==> config.mk <==
export PLATFORM = sky130hd
export DESIGN_NAME = n_one_mux_pipe
export DESIGN_NICKNAME = d
export VERILOG_FILES = /design/src/rtl/n_one_mux_pipe.sv
export SDC_FILE = /design/constraint.sdc
export NUM_CORES = 1
export LEC_CHECK = 0
export ABC_AREA = 1
export BUFFER_PORTS_ARGS = -buffer_cell sky130_fd_sc_hd__clkbuf_2
export CAP_MARGIN = 20
export CELL_PAD_IN_SITES_DETAIL_PLACEMENT = 1
export CELL_PAD_IN_SITES_GLOBAL_PLACEMENT = 2
export CORE_ASPECT_RATIO = 1.25
export CORE_MARGIN = 3
export CORE_UTILIZATION = 16
export DETAILED_ROUTE_END_ITERATION = 10
export PLACE_DENSITY = 0.77
export SYNTH_ARGS = -nofsm -noshare
export SYNTH_HDL_FRONTEND = slang
export SYNTH_SLANG_ARGS = --single-unit
export TNS_END_PERCENT = 1
==> constraint.sdc <==
create_clock -name clk -period 1 [get_ports clk]
set_clock_uncertainty 0.2 [all_clocks]
set_input_delay 0.05 -clock clk [delete_from_list [all_inputs] [get_ports clk]]
set_output_delay 0.05 -clock clk [all_outputs]
set_load 0.05 [all_outputs]
==> src/rtl/n_one_mux_pipe.sv <==
// n_one_mux_pipe
//   Parametrised N:1 datapath mux followed by a STAGES-deep register pipeline
//   with valid tracking. Used as the registered operand/forwarding select at
//   CPU pipeline boundaries (ID/EX, EX/MEM). Supports stall (hold), flush
//   (bubble insert) and a sticky out-of-range-select error flag.
//
// Ports
//   clk       rising-edge clock
//   rst       synchronous reset, active-high
//   in_bus    N_IN packed inputs, input i = in_bus[i*WIDTH +: WIDTH]
//   select    binary index of the input to pass
//   in_valid  current input/select is a real instruction slot
//   stall     hold the entire pipe, input ignored
//   flush     kill all in-flight entries (wins over stall)
//   err_clr   clear sel_err (a simultaneous new error still sets it)
//   m_out     data from the last stage
//   out_valid last stage holds a valid entry
//   sel_err   sticky: a valid input arrived with select >= N_IN
module n_one_mux_pipe #(
  parameter int               WIDTH   = 32,
  parameter int               N_IN    = 4,
  parameter int               SEL_W   = 2,
  parameter int               STAGES  = 1,
  parameter logic [WIDTH-1:0] RST_VAL = '0
) (
  input  logic                  clk,
  input  logic                  rst,
  input  logic [N_IN*WIDTH-1:0] in_bus,
  input  logic [SEL_W-1:0]      select,
  input  logic                  in_valid,
  input  logic                  stall,
  input  logic                  flush,
  input  logic                  err_clr,
  output logic [WIDTH-1:0]      m_out,
  output logic                  out_valid,
  output logic                  sel_err
);

  logic [WIDTH-1:0] mux_data;
  logic             sel_bad;
  logic             advance;

  logic [WIDTH-1:0] data_q [STAGES];
  logic [WIDTH-1:0] data_d [STAGES];
  logic [STAGES-1:0] valid_q;
  logic [STAGES-1:0] valid_d;
  logic             sel_err_q;
  logic             sel_err_d;

  // Stage-0 select. An index that matches no input falls through to RST_VAL
  // and flags sel_bad, which avoids a separate range comparison that would
  // need care when N_IN does not fit in SEL_W bits.
  always_comb begin
    mux_data = RST_VAL;
    sel_bad  = 1'b1;
    for (int i = 0; i < N_IN; i++) begin
      if (32'(select) == 32'(i)) begin
        mux_data = in_bus[i*WIDTH +: WIDTH];
        sel_bad  = 1'b0;
      end
    end
  end

  // The pipe only moves on an edge that is neither flushed nor stalled.
  assign advance = !flush && !stall;

  // Next-state for the data/valid pipe: flush clears everything even while
  // stalled, a stall holds everything, otherwise every stage shifts by one.
  always_comb begin
    data_d  = data_q;
    valid_d = valid_q;
    if (flush) begin
      for (int k = 0; k < STAGES; k++) begin
        data_d[k] = RST_VAL;
      end
      valid_d = '0;
    end else if (advance) begin
      data_d[0]  = mux_data;
      valid_d[0] = in_valid;
      for (int k = 1; k < STAGES; k++) begin
        data_d[k]  = data_q[k-1];
        valid_d[k] = valid_q[k-1];
      end
    end
  end

  // Sticky error: clear first so that a new bad select on the same edge wins.
  always_comb begin
    sel_err_d = sel_err_q;
    if (err_clr) begin
      sel_err_d = 1'b0;
    end
    if (advance && in_valid && sel_bad) begin
      sel_err_d = 1'b1;
    end
  end

  // State registers with synchronous reset.
  always_ff @(posedge clk) begin
    if (rst) begin
      for (int k = 0; k < STAGES; k++) begin
        data_q[k] <= RST_VAL;
      end
      valid_q   <= '0;
      sel_err_q <= 1'b0;
    end else begin
      data_q    <= data_d;
      valid_q   <= valid_d;
      sel_err_q <= sel_err_d;
    end
  end

  // Outputs come straight from flops, so no input reaches them combinationally.
  assign m_out     = data_q[STAGES-1];
  assign out_valid = valid_q[STAGES-1];
  assign sel_err   = sel_err_q;

endmodule

---- After elaboration in Yosys (flattened, before gate mapping) ----
Index checks and enable logic that the tools add are counted.
operators by class
  equality and inequality tests ........... 3
  multiplexer cells ....................... 10
  reduce and logical (&&, ||, !) cells .... 8
operator list
  operator                                             count
  2-to-1 mux 32 bit                                    4
  2-to-1 mux 1 bit                                     6
  equality test 2 bit, second input constant           2
  logical AND 1 bit                                    3
  equality test 2 x 1 -> 1 bit, second input constant  1
  zero test 1 bit                                      2
  zero test 2 bit                                      1
  nonzero test 2 bit                                   1
  OR reduction 2 bit                                   1
storage, ports and cells
  register bits after elaboration ......... 34
  input bits .............................. 136
  output and inout port bits .............. 34

---- Logic depth before layout (Yosys ltp) ----
  depth after elaboration ................. 7
  mapped depth ............................ 7

---- Worst setup path after synthesis ----
No wires, ideal clock.
  kind .................................... register to register
  start ................................... register, netlist name m_out[0]
  end ..................................... register data_q (netlist bit m_out[0])
  data arrival time ....................... 0.868 ns
  data required time ...................... 0.729 ns
  slack ................................... -0.139 ns
  cell stages (with the launch flop) ...... 3
  clock period less this slack ............ 1.139 ns
  path through ............................ dfxtp_1 -> o21ai_0 -> a21oi_1
RTL lines
  item                    RTL line  text
  end signal: assignment  107       data_q <= data_d;
  end: declaration        43        logic [WIDTH-1:0] data_q [STAGES];

---- Worst setup path in the final report ----
  start ................................... input in_bus[16]
  end ..................................... register data_q (netlist bit m_out[16])
on the way
  cells in the longest elaborated chain, start to end .. 4
ends and longest elaborated chain
  item                             RTL line  text
  start: declaration               28        input logic [N_IN*WIDTH-1:0] in_bus,
  2-to-1 mux 32 bit (4 in series)  57        if (32'(select) == 32'(i)) begin
Every way passes these cells.
A chain may end at the register's enable or synchronous reset.

==> run_results.csv <==
group,metric,value,unit
critical_path,path_cells,"dlygate4sd3_1, clkbuf_2, nand2_1, nand3_1, nand2_1, a21oi_1",
sta,final_max_slew_viol_count,0,
die,die-area,15130,um^2
critical_path,critPathTopFamily,"buffers and inverters",
yosys,netlist.area_leader.share,0.3110,
final_layout,nets,721,
yosys,synthMuxAreaShare,0,
die,initial_utilization,0.1647,
sta,whs,-0.06849,ns
yosys,synth-seq-area-share,0.3110,
job,cap_violations,0,
critical_path,critical_path_class,"in -> reg",
yosys,netlist_area,2188,um^2
sta,finalCritPeriodShare,1.043,
sta,finalSetupViolCount,47,
power,seqPwrFrac,0.326,
power,total_power,4.446,mW
yosys,ys_ff_latch,34,
yosys,yosysWarnings,0,
critical_path,cp-start-kind,"input port",
yosys,yosys.area_share.xor_xnor,0,
sta,hold_viol,28,
clock_network,cts.path.max_buffers,2,
route,drc,0,
critical_path,crit_buf_inv,2,
hold_path,hold_start,"in_bus[108]",
status,status,"finished, violations left",
power,internal_power,3.120,mW
global_routing,gr-total-overflow,0,
critical_path,critical_path.max_fanout,1,
clock_network,clk_latency,0.27,ns
global_routing,grt_pass1_wl,18.65,mm
yosys,synth_top_family_by_area,"simple AND/OR/NAND/NOR gates",
global_routing,grt_max_degree,32,
power,p_per_area,896.8,nW/um^2
yosys,synth_nets,490,
route,wl_per_cell,16.10,um
placement,numPortBuffers,169,
sta,max_freq,958.6,MHz
yosys,synth.largest_area_cell,"dfxtp_1",
placement,gp_congestion,0.7950,
clock_network,cts-root-buf,"clkbuf_16",
critical_path,slowest_delay,0.56,ns
die,num_io_pins,170,
die,die_width,110.6,um
hold_path,min_to,"m_out[12]",
power,p_switching,1.326,mW
clock_network,cts_setup_buffers,0,
critical_path,cp_common_cell,"nand2_1",
critical_path,setup.worst_path.start,"in_bus[16]",
global_routing,antenna_found_initial,0,
critical_path,r2r_start,"m_out[23]",
critical_path,worstPathArrival,1.00,ns
clock_network,clock_sinks,34,
clock_network,ctsHoldBuffers,59,
placement,dpl-instance-area,3400,um^2
die,core-area,13290,um^2
power,peakVddDrop,554.4,uV
final_layout,layout-drive-gt1-share,0.4718,
global_routing,grt_pass1_vias,3702,
route,drtIter0Drc,79,
clock_network,cts_htree_levels,2,
yosys,synth_simple_gate_area_frac,0.4237,
power,p_clk_frac,0.330,
power,switching_share,0.2983,
final_layout,antenna_cells,0,
power,leakage,2.275,nW
sta,grt_setup_unrepaired,"yes",
sta,tightestPinTransition,0.2657,ns
route,ant_nets,0,
yosys,syn_inst,354,
clock_network,cts.clk_slew.worst_paths,0.05,ns
critical_path,crit_required,0.96,ns
yosys,synth_compound_area_frac,0.1715,
route,drtPass1Iterations,4,
yosys,avgSynthCellArea,6.182,um^2
final_layout,fin_util,0.3730,
sta,period_minus_slack,1.043,ns
hold_path,hp-class,"in -> reg",
status,violations,"negative hold slack, negative setup slack",
route,drt-total-wl,12.17,mm
power,comb_power_share,0.344,
sta,tns,-1.198,ns
route,vias,3383,
route,vias_per_cell,4.475,
yosys,synth.top_cells.by_area,"dfxtp_1 31%, nand2_1 15%, nand3_1 15%, o21ai_0 9.8%, nor2_1 8.1%",
die,die_y,136.8,um
critical_path,cp_slowest_cell,"dlygate4sd3_1",
critical_path,regToRegSetupSlack,0.09,ns
yosys,post_synth_fa_ha_maj_area_fraction,0,
yosys,synth.distinct_cells,20,
final_layout,n_fill_cell,1624,
clock_network,cts_tree,"done",
critical_path,worstRegToRegCells,2,
critical_path,endpoint_kind,"flip-flop",
critical_path,reg2reg_to,"m_out[23]",
sta,slew_headroom,0.8210,
final_layout,syn_to_final_growth,126.5,%
placement,dp_hpwl,8.441,mm
clock_network,cts_inserted_buffers,5,
die,rows,47,
final_layout,fin_area,4957,um^2
global_routing,grt_usage,0.1517,
hold_path,worstHoldPathCells,4,
sta,postLayoutSetupSlackWorst,-0.04315,ns
==> worst max path at each step <==
stage / endpoint / slack, ns / depth (start not counted)
3_3_place_gp: m_out[12] / -0.24 / 8
4_1_cts: m_out[4] / -0.06 / 1
3_5_place_dp: m_out[4] / -0.29 / 8
5_1_grt: m_out[16] / -0.09 / 6
2_1_floorplan: m_out[12] / -0.14 / 2
6_report: m_out[16] / -0.04 / 6
==> worst register-to-register path: stages, from the launching register on <==
cell and delay [ns]:
dfxtp_2 0.33, o21ai_0 0.22, a21oi_2 0.04
==> per-layer routing <==
layer / global-route usage / wire length, um
met1: 0.1703 / 4810
met2: 0.2891 / 6442
met3: 0.02919 / 663
met4: 0.04586 / 257
met5: 0 / 0
==> per-stage QoR <==
stage               setup WS [ns]  instances
global placement          -0.2370        692
global route             -0.08691        756
floorplan                 -0.1392        354
finish                   -0.04315        756
detailed placement        -0.2920        692
CTS                      -0.05893        758
==> state kept, by name (all words and copies together) (netlist names) <==
signal,count
sel_err,1
out_valid,1
m_out,32
==> power groups by stage <==
stage	registers, mW	logic, mW	clock network, mW
finish	1.45	1.53	1.47
global placement	1.45	1.11	0
detailed placement	1.45	1.13	0
global route	1.45	1.66	1.60
floorplan	1.60	0.433	0
CTS	1.45	1.46	1.57
==> cell families (layout without fill, tap and decap cells) <==
family | Yosys count | in the layout
compound gates | 75 | 75
buf+inv | 34 | 265
flops | 34 | 34
simple gates | 211 | 211
==> synth_stat cells <==
| master | number |
|---|---|
| nand2_4 | 1 |
| inv_1 | 4 |
| nor3b_1 | 1 |
| clkbuf_1 | 5 |
| or2_0 | 8 |
| buf_6 | 5 |
| nor2_1 | 47 |
| inv_2 | 1 |
| dfxtp_1 | 34 |
| buf_4 | 7 |
| a21oi_1 | 32 |
| clkbuf_2 | 1 |
| nand2_1 | 86 |
| or2_2 | 2 |
| clkinv_1 | 1 |
| o21ai_0 | 43 |
| nand3_1 | 64 |
| nor2_8 | 1 |
| nand2_2 | 1 |
| buf_2 | 10 |
==> cell usage in the layout, fill, tap and decap left out <==
| master | netlist | final |
|---|---|---|
| nor2_1 | 47 | 41 |
| clkbuf_16 | 0 | 33 |
| o21ai_1 | 0 | 2 |
| or2_0 | 8 | 8 |
| o21ai_0 | 43 | 41 |
| nand3_2 | 0 | 9 |
| inv_2 | 1 | 1 |
| nor3b_2 | 0 | 1 |
| clkbuf_2 | 1 | 130 |
| inv_1 | 4 | 4 |
| a21oi_2 | 0 | 15 |
| buf_6 | 5 | 3 |
| dlygate4sd3_1 | 0 | 52 |
| buf_8 | 0 | 7 |
| nor2_2 | 0 | 6 |
| dlymetal6s4s_1 | 0 | 7 |
| nand2_1 | 86 | 79 |
| buf_4 | 7 | 14 |
| a21oi_1 | 32 | 17 |
| buf_12 | 0 | 11 |
| or2_2 | 2 | 2 |
| nand2_2 | 1 | 8 |
| dfxtp_2 | 0 | 34 |
| nor2_8 | 1 | 1 |
| clkbuf_1 | 5 | 2 |
| nand2_4 | 1 | 1 |
| nand3_1 | 64 | 55 |
| clkinv_1 | 1 | 1 |
==> cell type report <==
cell class / count / area (um^2) / area share
timing repair buffer: 252 / 2424 / 0.4889
multi-input combinational: 286 / 1441 / 0.2908
sequential: 34 / 723.2 / 0.1459
tap: 171 / 214.0 / 0.04316
clock buffer: 7 / 132.6 / 0.02675
inverter: 6 / 22.52 / 0.004543
==> timing repair <==
item | CTS | global route
resized for setup | 130 | 59
pin swaps | 0 | 19
gates cloned | 0 | 1
endpoints found under the setup margin | 34 | 67
endpoints found under the hold margin | 34 | 14
(Power assumes the default switching activity.)
